**src/rtl/rr_pkt_arbiter.sv**
```systemverilog
// Round-robin packet arbiter: N sources share one valid/ready channel, and the grant stays locked for a whole packet.
// Optional ARB_OUT_REG_EN macro registers the output through a 2-entry skid buffer.
module rr_pkt_arbiter #(
   parameter int NUM_REQ    = 4,
   parameter int DATA_WIDTH = 32,
   parameter int ID_WIDTH   = 2
) (
   input  logic                          clk,
   input  logic                          rst,
   input  logic [NUM_REQ-1:0]            in_valid,
   output logic [NUM_REQ-1:0]            in_ready,
   input  logic [NUM_REQ*DATA_WIDTH-1:0] in_data,
   input  logic [NUM_REQ-1:0]            in_last,
   output logic                          out_valid,
   input  logic                          out_ready,
   output logic [DATA_WIDTH-1:0]         out_data,
   output logic                          out_last,
   output logic [ID_WIDTH-1:0]           out_id,
   output logic                          busy
);

   typedef enum logic {IDLE, LOCK} state_t;

   localparam logic [NUM_REQ-1:0] ONE = NUM_REQ'(1);

   state_t               state, state_nx;
   logic [NUM_REQ-1:0]   pri, pri_nx, lock_gnt, lock_nx;
   logic [NUM_REQ-1:0]   req_hi, pick, gnt;
   logic                 sel_valid, sel_last, accept;
   logic [DATA_WIDTH-1:0] sel_data;
   logic [ID_WIDTH-1:0]  sel_id;

   function automatic logic [NUM_REQ-1:0] rotl(input logic [NUM_REQ-1:0] x);
      return {x[NUM_REQ-2:0], x[NUM_REQ-1]};
   endfunction

   // Requests at or above the pointer win; otherwise wrap to the lowest request.
   always_comb begin
      req_hi = in_valid & ~(pri - ONE);
      if (|req_hi) pick = req_hi & (~req_hi + ONE);
      else         pick = in_valid & (~in_valid + ONE);
   end

   assign gnt       = (state == LOCK) ? lock_gnt : pick;
   assign sel_valid = |(in_valid & gnt);
   assign busy      = (state == LOCK);

   always_comb begin
      sel_data = '0;
      sel_last = 1'b0;
      sel_id   = '0;
      for (int i = 0; i < NUM_REQ; i++) begin
         if (gnt[i]) begin
            sel_data = in_data[i*DATA_WIDTH +: DATA_WIDTH];
            sel_last = in_last[i];
            sel_id   = ID_WIDTH'(i);
         end
      end
   end

   always_comb begin
      state_nx = state;
      pri_nx   = pri;
      lock_nx  = lock_gnt;
      case (state)
         IDLE: begin
            if (accept && sel_last) begin
               pri_nx = rotl(gnt);
            end else if (sel_valid) begin
               state_nx = LOCK;
               lock_nx  = pick;
            end
         end
         LOCK: begin
            if (accept && sel_last) begin
               state_nx = IDLE;
               pri_nx   = rotl(lock_gnt);
               lock_nx  = '0;
            end
         end
         default: state_nx = IDLE;
      endcase
   end

   always_ff @(posedge clk) begin
      if (rst) begin
         state    <= IDLE;
         pri      <= ONE;
         lock_gnt <= '0;
      end else begin
         state    <= state_nx;
         pri      <= pri_nx;
         lock_gnt <= lock_nx;
      end
   end

`ifdef ARB_OUT_REG_EN
   typedef struct packed {
      logic [DATA_WIDTH-1:0] data;
      logic                  last;
      logic [ID_WIDTH-1:0]   id;
   } beat_t;

   beat_t       skid [2];
   beat_t       beat_in;
   logic [1:0]  cnt;
   logic        full, pop;

   assign beat_in  = '{data: sel_data, last: sel_last, id: sel_id};
   assign full     = (cnt == 2'd2);
   assign in_ready = gnt & {NUM_REQ{~full}};
   assign accept   = sel_valid & ~full;
   assign pop      = out_valid & out_ready;

   // Entry 0 is always the head; a push while popping a single entry refills it.
   always_ff @(posedge clk) begin
      if (rst) begin
         cnt <= 2'd0;
      end else begin
         case ({accept, pop})
            2'b10: begin
               skid[cnt[0]] <= beat_in;
               cnt          <= cnt + 2'd1;
            end
            2'b01: begin
               skid[0] <= skid[1];
               cnt     <= cnt - 2'd1;
            end
            2'b11: skid[0] <= beat_in;
            default: ;
         endcase
      end
   end

   assign out_valid = (cnt != 2'd0);
   assign out_data  = skid[0].data;
   assign out_last  = skid[0].last;
   assign out_id    = skid[0].id;
`else
   assign in_ready  = gnt & {NUM_REQ{out_ready}};
   assign accept    = sel_valid & out_ready;
   assign out_valid = sel_valid;
   assign out_data  = sel_data;
   assign out_last  = sel_last;
   assign out_id    = sel_id;
`endif

endmodule

```
**config.mk**
```make
export PLATFORM = sky130hd
export DESIGN_NAME = rr_pkt_arbiter
export DESIGN_NICKNAME = d
export VERILOG_FILES = /design/src/rtl/rr_pkt_arbiter.sv
export SDC_FILE = /design/constraint.sdc
export NUM_CORES = 1
export LEC_CHECK = 0
export ABC_AREA = 1
export CAP_MARGIN = 5
export CORE_MARGIN = 2
export CORE_UTILIZATION = 29
export DETAILED_ROUTE_END_ITERATION = 10
export PLACE_DENSITY = 0.86
export SLEW_MARGIN = 10
export SYNTH_ARGS = -nofsm -noshare
export SYNTH_HDL_FRONTEND = slang
export SYNTH_SLANG_ARGS = --single-unit
```
**constraint.sdc**
```tcl
create_clock -name clk -period 3.1 [get_ports clk]
set_clock_uncertainty 0.1 [all_clocks]
set_input_delay 0.775 -clock clk [delete_from_list [all_inputs] [get_ports clk]]
set_output_delay 0.775 -clock clk [all_outputs]
set_load 0.01 [all_outputs]
```
# --- Word level (Yosys, flattened, before mapping) ---
# Cells that the tools add are included.
totals:
  reg_bits: 9
  input_bits: 139
  output_inout_bits: 41
  word_cells: 49
classes:
  add_sub_neg: 3
  eq_ne: 4
  n_mux: 24
  bitwise_logic: 10
  n_reduce_logical: 5
ops:
  columns: ["cell", "n"]
  rows:
  - ["$mux 32", 4]
  - ["$mux 4", 7]
  - ["$and 4x4->4", 5]
  - ["$pmux 4 s2", 2]
  - ["$not 4->4", 3]
  - ["$add 4x1->4 const B", 2]
  - ["$mux 1", 8]
  - ["$reduce_or 4->1", 2]
  - ["$ne 2x2->1 const B", 3]
  - ["$mux 2", 2]
  - ["$sub 4x1->4 const B", 1]
  - ["$reduce_and 3->1", 1]
  - ["$ne 2x1->1 const B", 1]
  - ["$pmux 1 s2", 1]
  - ["$reduce_and 2->1", 1]
  - ["$and 1x1->1", 1]
  - ["$logic_and 1x1->1", 1]
  - ["$not 1->1", 1]

# --- Longest topological paths before layout ---
# Gate-level depths: netlist (run 1).
logic_depth:
  word_depth: 15
  ltp_mapped: 21

# --- Least setup slack after synthesis (run 1) ---
# No wires, ideal clock.
synth_timing:
  path_kind: "input-to-output"
  from: "input port in_valid[0]"
  to: "output port out_data[22]"
  arrival_ps: 2176
  t_required_ps: 2225
  path_slack_ps: 49
  cell_stages: 14
  path_buffers: 1
  path_cell_list: "nand2_1 > nand2_1 > inv_2 > nand2_1 > inv_2 > nand3_2 > nand2_2 > nand2_2 > nand2_4 > clkbuf_1 > nand2_1 > a21oi_1 > a21oi_1 > o21ai_0"
synth_via:
  elab_chain_len: 10
  word_cells_on_any_way: 14
synth_rtl:
  columns: ["element", "line_no", "text"]
  rows:
  - ["from (decl)", "10", "input logic [NUM_REQ-1:0] in_valid,"]
  - ["$and 4x4->4", "39", "req_hi = in_valid & ~(pri - ONE);"]
  - ["$not 4->4", "40", "if (|req_hi) pick = req_hi & (~req_hi + ONE);"]
  - ["$add 4x1->4", "40", null]
  - ["$and 4x4->4", "40", null]
  - ["$mux 4 (*)", "40", null]
  - ["$mux 4 (*)", "44", "assign gnt = (state == LOCK) ? lock_gnt : pick;"]
  - ["$mux 32 (3 in a row)", "53", "if (gnt[i]) begin"]
  - ["$mux 32 (*)", "53", null]
  - ["to (decl)", "16", "output logic [DATA_WIDTH-1:0] out_data,"]
# Every way passes the cells marked *; elsewhere a longest branch is shown, timed or not.

# --- Worst setup path after layout (run 1) ---
layout_timing:
  from: "input port in_valid[1]"
  to: "output port out_data[4]"
layout_via:
  elab_chain_len: 9
  word_cells_on_any_way: 14
layout_rtl:
  columns: ["element", "line_no"]
  rows:
  - ["$and 4x4->4", "39"]
  - ["$not 4->4", "40"]
  - ["$add 4x1->4", "40"]
  - ["$and 4x4->4", "40"]
  - ["$mux 4 (*)", "40"]
  - ["$mux 4 (*)", "44"]
  - ["$mux 32 (2 in a row)", "53"]
  - ["$mux 32 (*)", "53"]
# Marks and branches as above.

==> results of run 1 <==
## kinds of logic (layout without fill, tap and decap cells)
family	Yosys count	in the layout	synth area share, %
simple gates	167	167	43.95
compound gates	114	114	34.47
buf+inv	44	277	10.43
flops	9	9	10.43
fa+ha+maj	1	1	0.7240
## flip-flops by register name (all words and copies together) (netlist names)
register / count
pri: 4
busy: 1
lock_gnt: 4
## path summary, 6_finish.rpt
path,start,endpoint,cells past startpoint
worst min-delay path,lock_gnt[2],lock_gnt[2],2
worst max register to register,pri[1],lock_gnt[3],23
worst min register to register,lock_gnt[2],lock_gnt[2],2
worst max-delay path,in_valid[1],out_data[4],17
## worst reg2reg max path, stage by stage, from the launching register on
cell	delay, ns
dfxtp_2	0.33
inv_2	0.05
ha_4	0.26
nand2_2	0.05
nand2_2	0.05
inv_2	0.05
nand2_2	0.08
inv_4	0.05
buf_4	0.14
nand2_2	0.06
nand2_2	0.06
nand2_4	0.09
nand2_8	0.11
clkbuf_16	0.20
buf_6	0.11
nand2_2	0.05
nand2_2	0.06
nor2_4	0.13
buf_4	0.13
nor2_2	0.04
nand2_4	0.09
nand2_1	0.07
or2_0	0.21
a21oi_1	0.15
## final cells by class
cell class | count | area (um2)
multi-input combinational | 282 | 1713
fill | 391 | 1237
tap | 75 | 93.84
timing repair buffer | 253 | 2501
inverter | 20 | 77.57
sequential | 9 | 182.7
clock buffer | 4 | 45.04
## routing by layer
| layer | GRT usage [%] | wire length [um] | vias to the layer above |
|---|---|---|---|
| met1 | 32.36 | 4042 | 1561 |
| met2 | 51.74 | 5653 | 186 |
| li1 | - | - | 1603 |
| met3 | 4.111 | 801 | 37 |
| met4 | 11.02 | 427 | 0 |
| met5 | 0 | 0 | - |
## power by group
group          switching, mW  total [mW]  internal (mW)
Combinational          0.735        1.55          0.812
Sequential            0.0146       0.146          0.132
Clock                 0.0470       0.137         0.0896
Total                  0.796        1.83           1.03
## per-stage QoR
| step | cells | instance area (um2) | utilization [%] | total power, mW |
|---|---|---|---|---|
| 2_1_floorplan | 335 | 1728 | - | 0.6759 |
| 3_3_place_gp | 608 | 3966 | 67.79 | 1.392 |
| 3_5_place_dp | 608 | 3966 | 67.79 | 1.417 |
| 4_1_cts | 636 | 4293 | 73.37 | 1.638 |
| 5_1_grt | 643 | 4613 | 78.85 | 1.933 |
| 6_report | 643 | 4613 | 78.85 | 1.830 |
## repair_timing
item                                    CTS  global route
cloned                                    4             5
endpoints found under the setup margin   40            39
buffers inserted                         20             3
pin swaps                                30            38
gates resized for setup                 242            56
## cells in the mapped netlist
| cell type | n | area, um2 |
|---|---|---|
| nand3_1 | 37 | 185.2 |
| nand4_1 | 4 | 25.02 |
| nor2_1 | 10 | 37.54 |
| or2_0 | 1 | 6.260 |
| ha_1 | 1 | 12.51 |
| nand3_2 | 4 | 40.04 |
| o21ai_0 | 34 | 170.2 |
| clkbuf_1 | 11 | 41.29 |
| nand2_1 | 97 | 364.1 |
| a21boi_4 | 1 | 18.77 |
| inv_2 | 3 | 11.26 |
| nor3_1 | 1 | 5.000 |
| buf_4 | 1 | 7.510 |
| nor2_2 | 2 | 12.51 |
| buf_1 | 3 | 11.26 |
| a31oi_1 | 1 | 6.260 |
| o21ai_1 | 4 | 20.02 |
| o21ai_2 | 1 | 8.760 |
| a21boi_2 | 1 | 11.26 |
| nor2_4 | 1 | 11.26 |
| inv_1 | 17 | 63.81 |
| buf_2 | 9 | 45.04 |
| nand2_4 | 2 | 22.52 |
| dfxtp_1 | 9 | 180.2 |
| nand2_2 | 8 | 50.05 |
| a21oi_1 | 72 | 360.4 |
==> results.cfg, run 1 <==
[run_status]
status = finished, violations left
violations = negative setup slack

[yosys]
synthCells = 335
ys_ff_latch = 9
avgSynthCellArea_um2 = 5.158
syn-cell-area_mm2 = 0.001728
synth-seq-area-share_pct = 10.43
syn-num-nets = 475
synth_cell_types = 26
ys_warn_count = 0

[worst_setup_path]
path_cells = buf_2, nand2_2, nand2_2, inv_2, nand2_2, inv_4, buf_4, nand2_2, nand2_2, nand2_4, nand2_8, clkbuf_16, nand3_1, a21oi_1, a21oi_2, o21ai_1, buf_2
cp_max_fo = 8
path_class = in2out
path_buf_inv = 6
cp_slowest_cell = a21oi_1
cp-start-kind = input port
cp.arrival_ns = 2.44
slowest_delay_ns = 0.21
cpMostUsedCell = nand2_2
ff2ff_setup_slack_ns = 0.30
path_delay_family = buffers and inverters
end_kind = output pin
required_ns = 2.22

[placed_design]
io_buffers = 179
place_ws_ns = -0.9917
place_congestion = 0.8451
place_hpwl_um = 6976

[timing]
final.period_utilization_pct = 107.0
relSlewSlack_pct = 79.27
tns_ns = -4.990
holdWs_ns = 0.3625
setup_viol = 35
min_period_ns = 3.317
max_freq_mhz = 301.5
rsz0062_at_grt = yes
hold_viol = 0
layout_setup_ws_ns = -0.2171
slew_violations = 0
tightest_slew_ns = 0.3105

[floorplan]
fp.dieW_um = 81.19
start_util_pct = 29.53
rows = 28
io_pins = 180
dieArea_mm2 = 0.006592
die_y_um = 81.19
core_area_mm2 = 0.005851

[final_layout]
num_antenna_cells = 0
layout_common_cells = clkdlybuf4s50_1 (135), nand2_1 (86), a21oi_1 (49)
drive_above_1_share_pct = 35.92
area_delta_synth_final_pct = 167.0
nNetsFinal = 709
final_common_cell = clkdlybuf4s50_1

[power]
pwr_density_cell_mw_per_mm2 = 396.7
power.static_leakage_nw = 1.943
ir_drop_v = 0.0002624

[clock_network]
clk_latency_ns = 0.23
numCtsBuffers = 3
cts_buffer_depth = 2
cts_max_level = 1
hold_buffers = 0
clk_pin_slew_ns = 0.04
tritoncts = built
cts_sinks = 9
cts-root-buf = clkbuf_8

[grt]
grt_pass1_wl_um = 14440
grt_pass1_vias = 3063
grt_max_degree = 35
grtUsageTotal_pct = 28.10
grt_overflow_total = 0
antenna_found_initial = 0

[routing]
viasPerCell = 5.267
initialDrtViolationCount = 161
drt_pass1_iterations = 6
drt_wl_total_um = 10930
drcViolationCount = 0
vias = 3387
ant_nets = 0
wl_per_cell_um = 16.99

[worst_hold_path]
min-delay-path-class = reg2reg

[flow_run]
cap_violations = 0
Note: power is estimated with default switching activity, not from simulation.
==> inputs of run 2 (changes only) <==
--- a/config.mk
+++ b/config.mk
@@ -7,11 +7,11 @@
 export LEC_CHECK = 0
 export ABC_AREA = 1
 export CAP_MARGIN = 5
-export CORE_MARGIN = 2
+export CORE_MARGIN = 1.5
 export CORE_UTILIZATION = 29
 export DETAILED_ROUTE_END_ITERATION = 10
 export PLACE_DENSITY = 0.86
-export SLEW_MARGIN = 10
+export SKIP_LAST_GASP = 1
 export SYNTH_ARGS = -nofsm -noshare
 export SYNTH_HDL_FRONTEND = slang
 export SYNTH_SLANG_ARGS = --single-unit
==> results.cfg, run 2 (synthesis results as in run 1) <==
[placed_design]
placed_cell_area_mm2 = 0.003897
io_buffers = 179
place_hpwl_um = 7047
place_congestion = 0.8754
place_ws_ns = -0.8891
dp_cells = 598

[floorplan]
start_util_pct = 30.63
rows = 27
core_area_mm2 = 0.005642
dieArea_mm2 = 0.006430
die_y_um = 80.19
fp.dieW_um = 80.19
io_pins = 180

[worst_setup_path]
required_ns = 2.22
cp_max_fo = 4
path_class = in2out
slowest_delay_ns = 0.21
cp.arrival_ns = 2.55
cp_slowest_cell = a21boi_4
path_cells = buf_2, buf_4, inv_2, nor2_1, nand3_4, nand2_4, a21boi_4, buf_12, buf_6, buf_6, nand3_2, a21oi_2, a21oi_2, o21ai_1, buf_2
cp-start-kind = input port
ff2ff_setup_slack_ns = 0.18
r2r_start = pri[0]
rr_endpoint = lock_gnt[2]
end_kind = output pin
r2r_cells = 24

[routing]
drcViolationCount = 0
ant_nets = 0
viasPerCell = 5.428
drt_wl_total_um = 11750
vias = 3485
drt_pass1_iterations = 5
initialDrtViolationCount = 168
wl_per_cell_um = 18.30

[timing]
rsz0062_at_grt = yes
min_period_ns = 3.426
relSlewSlack_pct = 77.77
layout_setup_ws_ns = -0.3265
tightest_slew_ns = 0.3330
setup_viol = 34
slew_violations = 0
max_freq_mhz = 291.8
hold_viol = 0
final.period_utilization_pct = 110.5

[worst_hold_path]
whs_path_depth = 2
worst_hold_startpoint = lock_gnt[3]
min-delay-path-class = reg2reg
min_to = lock_gnt[3]

[power]
ir_drop_v = 0.0002541
pwr_density_cell_mw_per_mm2 = 395.3
power.static_leakage_nw = 1.953
total_power_mw = 1.828

[clock_network]
clk_pin_slew_ns = 0.04
cts_max_level = 1
hold_buffers = 0
cts_sinks = 9
cts_buffer_depth = 2
cts-root-buf = clkbuf_8
tritoncts = built
clk_latency_ns = 0.24
numCtsBuffers = 3

[grt]
grt_pass1_wl_um = 14730
grtUsageTotal_pct = 29.25
grt_overflow_total = 0
grt_pass1_vias = 3196
grt_max_degree = 24
antenna_found_initial = 0

[final_layout]
layout_common_cells = clkdlybuf4s50_1 (135), nand2_1 (90), buf_4 (40)
nNetsFinal = 711
num_antenna_cells = 0
area_delta_synth_final_pct = 167.6
stdcell_count = 642
drive_above_1_share_pct = 36.67
finalInstanceArea_mm2 = 0.004623
final_common_cell = clkdlybuf4s50_1
fillCellCount = 363

[run_status]
status = finished, violations left
violations = negative setup slack

[flow_run]
cap_violations = 0
## run 2: changes by cell type in the layout (fill, tap and decap cells not counted), moves of 6 or more
cell     change
o21ai_0      +6
buf_4        -6
a21oi_2     +10
buf_6        +7
a21oi_1     -11
o21ai_1      -6
## run 2: final cells by class
type	instances	area, um2	share of cell area (%)
multi-input cells	282	1690	36.56
well taps	72	90.09	1.949
repair buffers	255	2537	54.88
flip-flops and latches	9	182.7	3.951
inverters	20	77.57	1.678
clock buffers	4	45.04	0.9743
## run 2: what timing repair did
| item | in CTS | in global routing |
|---|---|---|
| resized for setup | 196 | 99 |
| cloned | 7 | 6 |
| buffers inserted | 19 | 10 |
| endpoints found under the setup margin | 44 | 39 |
| pin swaps | 20 | 35 |
## run 2: worst max path at each step
stage                      from           end  slack, ns  cells past startpoint
finish              in_valid[1]  out_data[12]      -0.33                     15
CTS                      pri[0]   out_data[8]      -0.22                     17
detailed placement  in_valid[0]  out_data[14]      -0.89                     15
floorplan           in_valid[0]  out_data[22]       0.05                     14
global placement    in_valid[0]  out_data[22]      -0.87                     15
global route             pri[0]  out_data[12]      -0.44                     18
## run 2: report_power, final
part	switching (mW)	total, mW	internal (mW)
Sequential	0.0153	0.147	0.132
Clock	0.0495	0.139	0.0898
Combinational	0.748	1.54	0.793
## run 2: worst max-delay path, delay by kind of cell
family / cells / cell delay, ns
buf+inv: 7 / 0.84
compound gates: 4 / 0.63
simple gates: 4 / 0.30
## run 2: layer usage
metal	part of all wire [%]	global-route usage, %	routed length [um]
met5	0	0	0
met3	8.8	5.455	1035
met4	4.7	13.10	549
met2	50	54.87	5914
met1	36	31.30	4251
## run 2: through the flow
stage          utilization (%)  TNS, ns  hold WS (ns)
6_report                 81.95   -4.498        0.3692
5_1_grt                  81.95   -7.946        0.3955
4_1_cts                  75.01   -4.338        0.3607
3_5_place_dp             69.08   -33.76        0.3535
3_3_place_gp             69.08   -30.83        0.3483
2_1_floorplan                -        0        0.3349
